--- src/rtl/piano_voice_allocator.sv ---
// piano_voice_allocator: synchronizes/debounces eight keys and maps presses onto
// NUM_VOICES shared tone generators, stealing the oldest voice when all are busy.
`default_nettype none

module piano_voice_allocator #(
    parameter int NUM_VOICES      = 4,
    parameter int DEBOUNCE_CYCLES = 250000
) (
    input  logic                    clk,
    input  logic                    rst_n,
    input  logic [7:0]              sw,
    output logic [NUM_VOICES-1:0]   voice_en,
    output logic [3*NUM_VOICES-1:0] voice_note,
    output logic                    alloc_full,
    output logic                    steal_pulse
);

    localparam int VIDX_W = (NUM_VOICES > 1) ? $clog2(NUM_VOICES) : 1;
    localparam int CNT_W  = $clog2(DEBOUNCE_CYCLES);
    localparam logic [CNT_W-1:0] CNT_LAST = CNT_W'(DEBOUNCE_CYCLES - 1);

    logic [7:0]       sync1, sync2, deb, deb_next;
    logic [CNT_W-1:0] cnt      [8];
    logic [CNT_W-1:0] cnt_next [8];
    logic [7:0]       pend_prs, pend_rel, prs_next, rel_next, rise, fall;
    logic [3:0]       age      [NUM_VOICES];
    logic [3:0]       age_next [NUM_VOICES];

    logic [NUM_VOICES-1:0]   en_next, match;
    logic [3*NUM_VOICES-1:0] note_next;
    logic                    steal_next, svc_valid, is_rel;
    logic [2:0]              rel_key, prs_key, key;
    logic [VIDX_W-1:0]       free_v, old_v, alloc_v;
    logic [3:0]              old_age;

    // Debounce: accept a new level after DEBOUNCE_CYCLES consecutive differing samples
    always_comb begin
        for (int k = 0; k < 8; k++) begin
            deb_next[k] = deb[k];
            cnt_next[k] = '0;
            if (sync2[k] != deb[k]) begin
                if (cnt[k] == CNT_LAST) deb_next[k] = sync2[k];
                else                    cnt_next[k] = cnt[k] + 1'b1;
            end
        end
        rise = deb_next & ~deb;
        fall = deb & ~deb_next;
    end

    // Pick one pending event: releases before presses, lowest key first
    always_comb begin
        rel_key = '0;
        prs_key = '0;
        for (int k = 7; k >= 0; k--) begin
            if (pend_rel[k]) rel_key = 3'(k);
            if (pend_prs[k]) prs_key = 3'(k);
        end
        is_rel    = |pend_rel;
        svc_valid = is_rel | (|pend_prs);
        key       = is_rel ? rel_key : prs_key;
    end

    // Pending bits: service clears first, then new edges are folded in so an
    // edge arriving as its opposite event is serviced still gets queued.
    always_comb begin
        rel_next = pend_rel;
        prs_next = pend_prs;
        if (svc_valid) begin
            if (is_rel) rel_next[key] = 1'b0;
            else        prs_next[key] = 1'b0;
        end
        for (int k = 0; k < 8; k++) begin
            if (rise[k]) begin
                if (rel_next[k]) rel_next[k] = 1'b0;
                else             prs_next[k] = 1'b1;
            end
            if (fall[k]) begin
                if (prs_next[k]) prs_next[k] = 1'b0;
                else             rel_next[k] = 1'b1;
            end
        end
    end

    // Voice table update
    always_comb begin
        en_next    = voice_en;
        note_next  = voice_note;
        steal_next = 1'b0;
        for (int v = 0; v < NUM_VOICES; v++) begin
            age_next[v] = age[v];
            match[v]    = voice_en[v] && (voice_note[3*v +: 3] == key);
        end
        free_v  = '0;
        for (int v = NUM_VOICES - 1; v >= 0; v--) begin
            if (!voice_en[v]) free_v = VIDX_W'(v);
        end
        old_v   = '0;
        old_age = age[0];
        for (int v = 1; v < NUM_VOICES; v++) begin
            if (age[v] > old_age) begin
                old_v   = VIDX_W'(v);
                old_age = age[v];
            end
        end
        alloc_v = (&voice_en) ? old_v : free_v;

        if (svc_valid) begin
            if (is_rel) begin
                en_next = voice_en & ~match;
            end else if (match == '0) begin
                steal_next = &voice_en;
                for (int v = 0; v < NUM_VOICES; v++) begin
                    if (v == int'(alloc_v)) begin
                        en_next[v]          = 1'b1;
                        note_next[3*v +: 3] = key;
                        age_next[v]         = 4'd0;
                    end else if (voice_en[v] && age[v] != 4'd15) begin
                        age_next[v] = age[v] + 4'd1;
                    end
                end
            end
        end
    end

    always_ff @(posedge clk or negedge rst_n) begin
        if (!rst_n) begin
            sync1       <= '0;
            sync2       <= '0;
            deb         <= '0;
            pend_prs    <= '0;
            pend_rel    <= '0;
            voice_en    <= '0;
            voice_note  <= '0;
            alloc_full  <= 1'b0;
            steal_pulse <= 1'b0;
            for (int k = 0; k < 8; k++) cnt[k] <= '0;
            for (int v = 0; v < NUM_VOICES; v++) age[v] <= '0;
        end else begin
            sync1       <= sw;
            sync2       <= sync1;
            deb         <= deb_next;
            pend_prs    <= prs_next;
            pend_rel    <= rel_next;
            voice_en    <= en_next;
            voice_note  <= note_next;
            alloc_full  <= &en_next;
            steal_pulse <= steal_next;
            for (int k = 0; k < 8; k++) cnt[k] <= cnt_next[k];
            for (int v = 0; v < NUM_VOICES; v++) age[v] <= age_next[v];
        end
    end

endmodule

`default_nettype wire
--- config.mk ---
export PLATFORM = sky130hd
export DESIGN_NAME = piano_voice_allocator
export DESIGN_NICKNAME = d
export VERILOG_FILES = /design/src/rtl/piano_voice_allocator.sv
export SDC_FILE = /design/constraint.sdc
export NUM_CORES = 1
export LEC_CHECK = 0
export ABC_AREA = 0
export CORE_ASPECT_RATIO = 1.25
export CORE_MARGIN = 2
export CORE_UTILIZATION = 41
export CTS_BUF_LIST = sky130_fd_sc_hd__clkbuf_4 sky130_fd_sc_hd__clkbuf_8 sky130_fd_sc_hd__clkbuf_16
export DETAILED_ROUTE_END_ITERATION = 10
export DONT_BUFFER_PORTS = 1
export PLACE_DENSITY = 0.67
export SYNTH_ARGS = -nofsm -noshare
export SYNTH_HDL_FRONTEND = slang
export SYNTH_SLANG_ARGS = --single-unit
--- constraint.sdc ---
create_clock -name clk -period 5 [get_ports clk]
set_input_delay 1 -clock clk [delete_from_list [all_inputs] [get_ports clk]]
set_output_delay 1 -clock clk [all_outputs]
set_load 0.01 [all_outputs]
==> run summary, run 1 <==
DIE WIDTH: 150 um
yosys warns: 0
Synth async-reset ratio: 100%
CP peak stage delay: 390 ps
number of global-route vias before repair: 7782
post-synth net total: 1130
final wirelength: 21400 um
gpl congestion: 0.819
Most used DFF post-synth: dfrtp_1
Worst R2R Path Depth: 23
synthesized area: 10900 um^2
Peak VDD IR: 0.254 mV
arrival time worst endpoint: 5270 ps
Post-synth top cells: 218 x dfrtp_1, 187 x nor2_1, 78 x nand2_1
critical path's most frequent cell: o21a_1
crit path time final: 4870 ps
slew margin rel.: 41.9%
clock latency on the worst-skew pair: 510 ps
Worst-path clk slew: 60 ps
Hold Buf Count CTS: 0
routed vias: 7865
worst-path maximum fanout: 7
Gate Count Post-Synth: 1096
CTS tree: done
Vias/cell: 5.33
class of the most critical setup path: reg -> reg
Comb pwr share: 1.2%
Pint: 0.00306 W
first-pass GRT wire length: 36600 um
H-Tree Depth: 1
Pins Over Slew Limit: 0
Root Driver: clkbuf_16
max-capacitance violation count: 0
R2R setup slack: 130 ps
CP max stage cell: dfrtp_1
initial antenna violation count: 0
Site Rows: 66
Post-DP HPWL: 14000 um
Sw Share: 19.6%
Max Clock Skew: 17.3 ps
Synth top area share: 50.1%
Crit. End Element: flip-flop
die area: 27900 um^2
Place WS: -99.6 ps
main area contributors after synthesis: dfrtp_1 50%, nor2_1 6.5%, xor2_1 6.2%
Iteration-0 DRC Markers: 394
Antenna Cells: 0
Worst R2R Start: age[13]$_DFFE_PN0P_
crit start category: flip-flop
initial core utilization: 41.7%
Worst Max-Slew Pin Slew: 870 ps
fmax: 0.205 GHz
Cell Pwr Density: 309 nW/um^2
clk sink count: 218
EDFF count, synth: 0
Global Route Usage Sum: 15.5%
final setup fails: 0
core area: 26100 um^2
Yosys reg bits: 218
DR pass1 iterations: 4
Syn Area/Cell: 9.93 um^2
final hold vios: 0
Net Sw Power: 0.000748 W
share of power burned in registers: 47.3%
clk buf depth: 3
DRC errors left: 0
Num CTS Buffers: 24
antenna-violating nets left: 0
min setup slack post-route: 128 ps
register area share after synthesis: 50.1%
count of different cell masters after synthesis: 64
CP startpoint: age[13]$_DFFE_PN0P_
Worst Setup EP: voice_note[10]$_DFFE_PN0P_
largest net degree at the start of global routing: 219
Clock Power Share: 51.4%
HP Class: in -> async
CP Data Required Time: 5400 ps
crit path cell chain: inv_1 -> ha_1 -> nor2b_1 -> o21a_1 -> o21a_1 -> o21ai_2 -> buf_4 -> mux2i_2 -> ha_1 -> o21a_1 -> o21a_1 -> o21ai_2 -> buf_4 -> o21ai_0 -> ha_1 -> o21a_1 -> o21a_1 -> o31ai_4 -> buf_4 -> o31ai_1 -> and2_2 -> nand3_2 -> mux2_2
RR Endpoint: voice_note[10]$_DFFE_PN0P_
Area Growth Syn to Fin: 13.2%
RSZ-0062 raised after global routing: yes
Die H: 186 um
grt total ovfl: 0
status: complete, no violations
Ports: 28
final hold slack: 181 ps
top-count cell post-synth: dfrtp_1
Routed wire per std cell: 14.5 um
LEAKAGE: 5.47 nW
Synth area leader: dfrtp_1
IO buf count: 0
Nets: 1152
period utilisation layout: 97.4%
layout cells sized above 1: 8.37%
-- how the worst min path moves through the flow --
stage	startpoint	slack [ps]	endpoint	cells past startpoint
after floorplan	sync1[0]$_DFF_PN0_	330	sync2[0]$_DFF_PN0_	0
after global placement	sync1[5]$_DFF_PN0_	330	sync2[5]$_DFF_PN0_	0
after detailed placement	sync1[5]$_DFF_PN0_	330	sync2[5]$_DFF_PN0_	0
after CTS	rst_n	160	cnt[59]$_DFF_PN0_	0
after global routing	rst_n	160	cnt[97]$_DFF_PN0_	0
final	rst_n	180	cnt[105]$_DFF_PN0_	0
-- metrics by stage --
stage / cell area, um^2 / util [%] / total power [W] / TNS, ps / instances
after floorplan: 10900 / - / 0.00187 / 0 / 1096
after global placement: 11300 / 43.2 / 0.00188 / 0 / 1424
after detailed placement: 11300 / 43.2 / 0.00188 / -464 / 1424
after CTS: 12200 / 46.7 / 0.00387 / 0 / 1467
after global routing: 12300 / 47.2 / 0.00396 / -627 / 1475
final: 12300 / 47.2 / 0.00381 / 0 / 1475
-- registers in the layout, indices dropped and copies added (netlist names), 4 cells and up --
register and count:
pend_prs 8, sync1 8, pend_rel 8, voice_en 4
voice_note 12, deb 8, cnt 144, sync2 8
age 16
-- layer usage --
layer  wire length [um]  vias to the layer above  GRT usage (%)
met5                  0                        -              0
met4                442                        0           4.19
met3               1100                       35           3.09
met2              10300                      124           26.5
met1               9550                     3828           20.3
li1                   -                     3878              -
-- power by group through the flow --
stage	registers (W)	clock network, W	logic (W)
after floorplan	0.00183	0	0.0000400
after global placement	0.00183	0	0.0000467
after detailed placement	0.00184	0	0.0000471
after CTS	0.00180	0.00202	0.0000474
after global routing	0.00180	0.00210	0.0000552
final	0.00180	0.00196	0.0000464
-- layout by cell type (no fill, tap or decap), types with 23 or more instances in the layout --
cell type / count
nand2_1: 77
a21oi_1: 23
o21ai_0: 37
clkbuf_16: 25
xnor2_1: 61
nand3_1: 61
inv_1: 26
and3_1: 46
nor2_1: 185
xor2_1: 77
dfrtp_1: 218
ha_1: 24
-- worst max-delay path, delay by kind of cell (launching register included) --
| family | cells | cell delay (ps) |
|---|---|---|
| simple gates | 3 | 490 |
| buf+inv | 4 | 610 |
| compound gates | 11 | 1720 |
| flops | 1 | 390 |
| fa+ha+maj | 3 | 900 |
| mux | 2 | 610 |
-- cell families after synthesis --
logic type,after synthesis,synth area share [%]
multiplexers,23,2.35
flip-flops,218,50.1
buffers and inverters,48,1.87
adder cells (fa/ha/maj),24,2.76
XOR/XNOR,138,11.1
AO/OA/AOI/OAI,151,9.39
AND/OR/NAND/NOR,494,22.4
-- area by class of cell --
type | count | area, um^2
well taps | 340 | 425
clock buffers | 30 | 669
fillers | 2445 | 13800
repair buffers | 18 | 139
multi-input cells | 830 | 5310
flip-flops and latches | 218 | 5460
inverters | 26 | 97.6
clock inverters | 13 | 221
-- what timing repair did --
action | 4_1_cts | 5_1_grt
resized for setup | 4 | 16
endpoints found under the setup margin | 12 | 29
buffers inserted | 0 | 8
pin swaps | 0 | 2
(Power assumes the default switching activity.)
==> inputs of run 2 (changes only) <==
--- a/config.mk
+++ b/config.mk
@@ -11,8 +11,7 @@
 export CORE_UTILIZATION = 41
 export CTS_BUF_LIST = sky130_fd_sc_hd__clkbuf_4 sky130_fd_sc_hd__clkbuf_8 sky130_fd_sc_hd__clkbuf_16
 export DETAILED_ROUTE_END_ITERATION = 10
-export DONT_BUFFER_PORTS = 1
-export PLACE_DENSITY = 0.67
+export PLACE_DENSITY = 0.69
 export SYNTH_ARGS = -nofsm -noshare
 export SYNTH_HDL_FRONTEND = slang
 export SYNTH_SLANG_ARGS = --single-unit
==> run 2 against run 1 <==
Against the previous run:
- global-route usage is essentially flat
- clock skew shrank 8.6 ps
- worst setup slack lost 16 ps
- register-to-register slack lost 20 ps
- clock power shrank 12%
- worst hold slack gained 170 ps
- combinational power grew 92%
- design area grew 1.9%
- sequential share of layout area shrank 0.84 points
- wire length shrank 0.14%
- final cell count grew 1.8%
- clock-buffer cell count grew 4
==> run summary, run 2 (same netlist as run 1, synthesis figures left out) <==
final wirelength: 21400 um (about the same)
largest net degree at the start of global routing: 110 (was 219)
RSZ-0062 raised after global routing: yes (unchanged)
Comb pwr share: 2.5% (was 1.2%)
Worst R2R Start: age[13]$_DFFE_PN0P_ (unchanged)
Site Rows: 66 (unchanged)
Pins Over Slew Limit: 0 (unchanged)
Routed wire per std cell: 14.2 um (was 14.5 um)
Root Driver: clkbuf_16 (unchanged)
Ports: 28 (unchanged)
core area: 26100 um^2 (unchanged)
non-filler cells, final: 1501 (was 1475)
hold wc startpoint: sync1[2]$_DFF_PN0_
status: complete, no violations (unchanged)
Max Clock Skew: 8.76 ps (was 17.3 ps)
Num CTS Buffers: 23 (was 24)
max-capacitance violation count: 0 (unchanged)
Antenna Cells: 0 (unchanged)
met1 usage: 20.6% (was 20.3%)
commonest non-fill, non-tap cell in the layout: dfrtp_1 (unchanged)
initial core utilization: 41.7% (unchanged)
layout cells sized above 1: 8.79% (was 8.37%)
gpl congestion: 0.843 (was 0.819)
Cells after DPL: 1450 (was 1424)
slew margin rel.: 41.6% (was 41.9%)
Worst R2R Path Depth: 24 (was 23)
Multi-input gate area: 5360 um^2 (was 5310 um^2)
CP startpoint: age[13]$_DFFE_PN0P_ (unchanged)
CP max stage cell: dfrtp_1 (unchanged)
LEAKAGE: 5.55 nW (was 5.47 nW)
final setup fails: 0 (unchanged)
crit start category: flip-flop (unchanged)
Sw Share: 20.6% (was 19.6%)
hold path cells: 0
Global Route Usage Sum: 15.5% (about the same)
crit path time final: 4890 ps (was 4870 ps)
number of global-route vias before repair: 7891 (was 7782)
final hold vios: 0 (unchanged)
Pint: 0.00288 W (was 0.00306 W)
share of power burned in registers: 49.8% (was 47.3%)
DR pass1 iterations: 5 (was 4)
min setup slack post-route: 112 ps (was 128 ps)
arrival time worst endpoint: 5270 ps (about the same)
IO buf count: 27 (was 0)
grt total ovfl: 0 (unchanged)
first-pass GRT wire length: 36400 um (was 36600 um)
routing usage on met3: 2.01% (was 3.09%)
CTS tree: done (unchanged)
Iteration-0 DRC Markers: 453 (was 394)
Largest regs: cnt: 144 flops, age: 16 flops, voice_note: 12 flops (unchanged)
gr busiest metal: met2 (unchanged)
initial antenna violation count: 0 (unchanged)
number of fill cells: 2440 (was 2445)
H-Tree Depth: 1 (unchanged)
DRC errors left: 0 (unchanged)
clock latency on the worst-skew pair: 490 ps (was 510 ps)
Nets: 1179 (was 1152)
period utilisation layout: 97.8% (was 97.4%)
Worst Max-Slew Pin Slew: 869 ps (was 870 ps)
Die H: 186 um (unchanged)
antenna-violating nets left: 0 (unchanged)
Worst-path clk slew: 60 ps (about the same)
class of the most critical setup path: reg -> reg (unchanged)
critical path's most frequent cell: o21a_1 (unchanged)
Cell Pwr Density: 289 nW/um^2 (was 309 nW/um^2)
HP Class: reg -> reg (was in -> async)
routed vias: 8031 (was 7865)
CP peak stage delay: 400 ps (was 390 ps)
register area: 5460 um^2 (unchanged)
DIE WIDTH: 150 um (unchanged)
Top reg by flops: cnt (unchanged)
Vias/cell: 5.35 (was 5.33)
Net Sw Power: 0.000747 W (was 0.000748 W)
Power, Total: 0.00362 W (was 0.00381 W)
Crit. End Element: flip-flop (unchanged)
CP Data Required Time: 5390 ps (was 5400 ps)
Area Growth Syn to Fin: 15.4% (was 13.2%)
crit path cell chain: inv_2 -> ha_4 -> nor2b_4 -> o21a_1 -> o21a_1 -> o21ai_2 -> buf_4 -> mux2i_2 -> ha_1 -> o21a_1 -> o21a_1 -> o21ai_2 -> nand2_1 -> o21ai_1 -> ha_1 -> nor2b_1 -> o21a_1 -> o21a_4 -> o31ai_4 -> o32a_1 -> buf_4 -> a311oi_2 -> a21boi_1 -> and4bb_1 (was inv_1 -> ha_1 -> nor2b_1 -> o21a_1 -> o21a_1 -> o21ai_2 -> buf_4 -> mux2i_2 -> ha_1 -> o21a_1 -> o21a_1 -> o21ai_2 -> buf_4 -> o21ai_0 -> ha_1 -> o21a_1 -> o21a_1 -> o31ai_4 -> buf_4 -> o31ai_1 -> and2_2 -> nand3_2 -> mux2_2)
most frequent cells in the layout: 218 x dfrtp_1, 185 x nor2_1, 77 x xor2_1, 77 x nand2_1 (unchanged)
max reg flops: 144 (unchanged)
Place WS: -122 ps (was -99.6 ps)
Peak VDD IR: 0.206 mV (was 0.254 mV)
fmax: 0.205 GHz (about the same)
die area: 27900 um^2 (unchanged)
clk sink count: 218 (unchanged)
Post-DP HPWL: 14200 um (was 14000 um)
Clock Power Share: 47.8% (was 51.4%)
clk buf depth: 3 (unchanged)
met2 Use GR: 26.6% (was 26.5%)
worst-path maximum fanout: 7 (unchanged)
## run 2: cell types whose count changed in the layout (fill, tap and decap cells not counted), sizes merged
cell           before  now
clkinv              6    4
bufinv              6    2
clkbuf             30   34
clkdlybuf4s50       0   26
buf                18   20
## run 2: through the flow
stage | utilization [%] | cell area (um^2) | TNS (ps) | hold slack, ps
finish | 48.1 | 12600 | 0 | 347
global route | 48.1 | 12600 | -1700 | 358
CTS | 47.4 | 12400 | 0 | 350
detailed placement | 44.3 | 11600 | -484 | 336
global placement | 44.3 | 11600 | 0 | 333
floorplan | - | 10900 | 0 | 331
## run 2: area by class of cell
class,count,area share (%)
inverter,26,0.777
sequential,218,43.5
clock buffer,34,5.54
tap,340,3.39
timing repair buffer,46,3.46
multi-input combinational,830,42.7
clock inverter,7,0.698
## run 2: final timing paths
| check | to | slack (ps) |
|---|---|---|
| max in group asynchronous | cnt[131]$_DFF_PN0_ | 3430 |
| setup reg to reg | alloc_full$_DFF_PN0_ | 110 |
| setup / recovery | alloc_full$_DFF_PN0_ | 110 |
| min in group asynchronous | cnt[96]$_DFF_PN0_ | 550 |
| hold reg to reg | sync2[2]$_DFF_PN0_ | 350 |
| hold / removal | sync2[2]$_DFF_PN0_ | 350 |
## run 2: worst max-delay path, delay by kind of cell, from the launching register on
family,cells,cell delay [ps]
buffers and inverters,3,450
flip-flops,1,400
AO/OA/AOI/OAI,13,2340
adder cells (fa/ha/maj),3,770
AND/OR/NAND/NOR,4,550
multiplexers,1,260
## run 2: per-layer routing
layer | vias to the layer above | wire, um
met1 | 3907 | 9740
met4 | 0 | 355
li1 | 3940 | -
met5 | - | 0
met2 | 159 | 10500
met3 | 25 | 782
## run 2: repair_timing
item                       CTS  global route
setup endpoints to repair   15            32
resized for setup            3            30
setup buffers                1             9
hold endpoints to repair     0             0
hold buffers                 0             0
pin swaps                    1            13
## run 2: power by group through the flow
stage | Clock (W) | Combinational, W | Sequential [W]
after floorplan | 0 | 0.0000400 | 0.00183
after global placement | 0 | 0.0000920 | 0.00183
after detailed placement | 0 | 0.0000937 | 0.00184
after CTS | 0.00179 | 0.0000940 | 0.00180
after global routing | 0.00186 | 0.000107 | 0.00180
final | 0.00173 | 0.0000889 | 0.00180
==> inputs of run 3 (changes only) <==
--- a/config.mk
+++ b/config.mk
@@ -11,7 +11,8 @@
 export CORE_UTILIZATION = 41
 export CTS_BUF_LIST = sky130_fd_sc_hd__clkbuf_4 sky130_fd_sc_hd__clkbuf_8 sky130_fd_sc_hd__clkbuf_16
 export DETAILED_ROUTE_END_ITERATION = 10
-export PLACE_DENSITY = 0.69
+export PLACE_DENSITY = 0.67
+export RECOVER_POWER = 50
 export SYNTH_ARGS = -nofsm -noshare
 export SYNTH_HDL_FRONTEND = slang
 export SYNTH_SLANG_ARGS = --single-unit
==> constraint.sdc (replaced) <==
create_clock -name clk -period 5.6 [get_ports clk]
set_input_delay 1.12 -clock clk [delete_from_list [all_inputs] [get_ports clk]]
set_output_delay 1.12 -clock clk [all_outputs]
set_load 0.01 [all_outputs]
==> run 3 against run 2 <==
Against the previous run:
- the run now ends with capacitance limit, slew limit left
- worst setup slack better by 290 ps
- largest cell class unchanged
- die area did not move
- utilization shrank 0.52 points
- maximum frequency decreased by 6.0%
- sequential power shrank 11%
- design area shrank 1.1%
- highest routed layer unchanged
==> run summary, run 3 (same netlist as run 1, synthesis figures left out) <==
Max Clock Skew: 7.30 ps (was 8.76 ps)
crit start category: flip-flop (unchanged)
largest net degree at the start of global routing: 112 (was 110)
final wirelength: 21000 um (was 21400 um)
hold path cells: 0 (unchanged)
clock latency on the worst-skew pair: 510 ps (was 490 ps)
status: finished, violations left (was complete, no violations)
hold wc startpoint: sync1[0]$_DFF_PN0_ (was sync1[2]$_DFF_PN0_)
Antenna Cells: 0 (unchanged)
Largest regs: cnt: 144 flops, age: 16 flops, voice_note: 12 flops (unchanged)
grt total ovfl: 0 (unchanged)
clk sink count: 218 (unchanged)
max reg flops: 144 (unchanged)
number of global-route vias before repair: 7842 (was 7891)
Nets: 1165 (was 1179)
DRC errors left: 0 (unchanged)
Die H: 186 um (unchanged)
crit path cell chain: ha_1 -> nor2b_1 -> o21a_1 -> o21a_1 -> o21ai_1 -> buf_4 -> mux2i_1 -> ha_1 -> o21a_1 -> o21a_1 -> o21ai_1 -> buf_4 -> o21ai_0 -> ha_1 -> nor2b_1 -> o21a_1 -> o21a_1 -> o21ai_0 -> a41oi_2 -> nor2_1 -> nand3_4 -> mux2_1 (was inv_2 -> ha_4 -> nor2b_4 -> o21a_1 -> o21a_1 -> o21ai_2 -> buf_4 -> mux2i_2 -> ha_1 -> o21a_1 -> o21a_1 -> o21ai_2 -> nand2_1 -> o21ai_1 -> ha_1 -> nor2b_1 -> o21a_1 -> o21a_4 -> o31ai_4 -> o32a_1 -> buf_4 -> a311oi_2 -> a21boi_1 -> and4bb_1)
Root Driver: clkbuf_16 (unchanged)
Cells after DPL: 1445 (was 1450)
final setup fails: 0 (unchanged)
arrival time worst endpoint: 5590 ps (was 5270 ps)
Cell Pwr Density: 278 nW/um^2 (was 289 nW/um^2)
LEAKAGE: 5.50 nW (was 5.55 nW)
Top reg by flops: cnt (unchanged)
CP peak stage delay: 430 ps (was 400 ps)
non-filler cells, final: 1489 (was 1501)
Post-DP HPWL: 14300 um (was 14200 um)
CTS tree: done (unchanged)
worst-path maximum fanout: 9 (was 7)
CP max stage cell: dfrtp_1 (unchanged)
Area Growth Syn to Fin: 14.2% (was 15.4%)
routed vias: 7892 (was 8031)
initial core utilization: 41.7% (unchanged)
R2R setup slack: 400 ps (was 110 ps)
Ports: 28 (unchanged)
layout cells sized above 1: 6.09% (was 8.79%)
final hold vios: 0 (unchanged)
DR pass1 iterations: 5 (unchanged)
RSZ-0062 raised after global routing: no (was yes)
min setup slack post-route: 399 ps (was 112 ps)
gpl congestion: 0.863 (was 0.843)
Global Route Usage Sum: 15.4% (was 15.5%)
failing checks: capacitance limit, slew limit
critical path's most frequent cell: o21a_1 (unchanged)
Place WS: 289 ps (was -122 ps)
final hold slack: 347 ps (about the same)
most frequent cells in the layout: 218 x dfrtp_1, 186 x nor2_1, 78 x nand2_1 (was 218 x dfrtp_1, 185 x nor2_1, 77 x xor2_1, 77 x nand2_1)
HP Class: reg -> reg (unchanged)
Worst Max-Slew Pin Slew: 2630 ps (was 869 ps)
worst hold endpoint: sync2[0]$_DFF_PN0_ (was sync2[2]$_DFF_PN0_)
class of the most critical setup path: reg -> reg (unchanged)
Power, Total: 0.00345 W (was 0.00362 W)
core area: 26100 um^2 (unchanged)
DIE WIDTH: 150 um (unchanged)
Peak VDD IR: 0.187 mV (was 0.206 mV)
commonest non-fill, non-tap cell in the layout: dfrtp_1 (unchanged)
max-capacitance violation count: 1 (was 0)
first-pass GRT wire length: 36200 um (was 36400 um)
Crit. End Element: flip-flop (unchanged)
initial antenna violation count: 0 (unchanged)
clk buf depth: 3 (unchanged)
Routed wire per std cell: 14.1 um (was 14.2 um)
die area: 27900 um^2 (unchanged)
CP Data Required Time: 5990 ps (was 5390 ps)
Iteration-0 DRC Markers: 438 (was 453)
antenna-violating nets left: 0 (unchanged)
Site Rows: 66 (unchanged)
Vias/cell: 5.30 (was 5.35)
RR Endpoint: voice_note[3]$_DFFE_PN0P_ (was alloc_full$_DFF_PN0_)
setup_tns: 0 ps (unchanged)
crit path time final: 5200 ps (was 4890 ps)
Worst R2R Start: age[9]$_DFFE_PN0P_ (was age[13]$_DFFE_PN0P_)
IO buf count: 27 (unchanged)
Num CTS Buffers: 24 (was 23)
H-Tree Depth: 1 (unchanged)
Pins Over Slew Limit: 109 (was 0)
Worst R2R Path Depth: 22 (was 24)
Worst-path clk slew: 60 ps (about the same)
slew margin rel.: -75.0% (was 41.6%)
period utilisation layout: 92.9% (was 97.8%)
fmax: 0.192 GHz (was 0.205 GHz)
Post-CTS Setup Repair Bufs: 0 (was 1)
-- run 3: cell count changes in the layout (fill, tap and decap cells not counted), moves of 3 or more --
cell	delta
bufinv_16	+4
buf_4	-14
clkbuf_8	-3
dlygate4sd3_1	+8
o21ai_2	-3
clkdlybuf4s50_1	-8
clkinvlp_4	+3
o21ai_0	+4
clkbuf_4	-3
-- run 3: layout make-up --
cell class                      instances  area (um^2)
Fill cell                            2452        13700
Multi-Input combinational cell        830         5240
Tap cell                              340          425
Clock inverter                         15          235
Timing Repair Buffer                   31          295
Clock buffer                           29          674
Inverter                               26         97.6
Sequential cell                       218         5460
-- run 3: critical path, delay by kind of cell, from the launching register on --
kind | cells | cell delay [ps]
DFF | 1 | 430
buffers and inverters | 2 | 370
adders and majority gates | 3 | 920
and+or+nand+nor | 4 | 760
muxes | 2 | 630
AOI/OAI and AO/OA | 11 | 1990
-- run 3: metal layers --
metal | part of all wire (%) | track usage [%] | vias to the layer above | wire (um)
li1 | - | - | 3889 | -
met1 | 46 | 19.8 | 3817 | 9600
met2 | 48 | 27.1 | 144 | 10100
met3 | 3.5 | 2.01 | 42 | 736
met4 | 2.6 | 4.72 | 0 | 551
met5 | 0 | 0 | - | 0
-- run 3: worst max path at each step --
stage	start	endpoint	slack [ps]	cells past startpoint
after floorplan	age[9]$_DFFE_PN0P_	voice_note[6]$_DFFE_PN0P_	530	21
after CTS	age[9]$_DFFE_PN0P_	voice_note[9]$_DFFE_PN0P_	270	22
final	age[9]$_DFFE_PN0P_	voice_note[3]$_DFFE_PN0P_	400	22
after global routing	age[9]$_DFFE_PN0P_	voice_note[0]$_DFFE_PN0P_	30	22
after global placement	age[9]$_DFFE_PN0P_	voice_note[9]$_DFFE_PN0P_	480	22
after detailed placement	age[9]$_DFFE_PN0P_	voice_note[9]$_DFFE_PN0P_	290	22
-- run 3: repair_timing --
| action | 4_1_cts | 5_1_grt |
|---|---|---|
| endpoints found under the setup margin | 0 | 14 |
| gates resized for setup | 0 | 3 |
| hold buffers | 0 | 0 |
-- run 3: where the power goes --
| part | switching, W | internal (W) |
|---|---|---|
| clock | 0.000628 | 0.00113 |
| combinational | 0.0000566 | 0.0000197 |
| sequential | 0.0000147 | 0.00160 |
| total | 0.000700 | 0.00275 |
-- run 3: stage by stage --
stage	utilization [%]	area, um^2
after floorplan	-	10900
after global placement	44.1	11500
after detailed placement	44.1	11500
after CTS	47.6	12400
after global routing	47.6	12400
final	47.6	12400
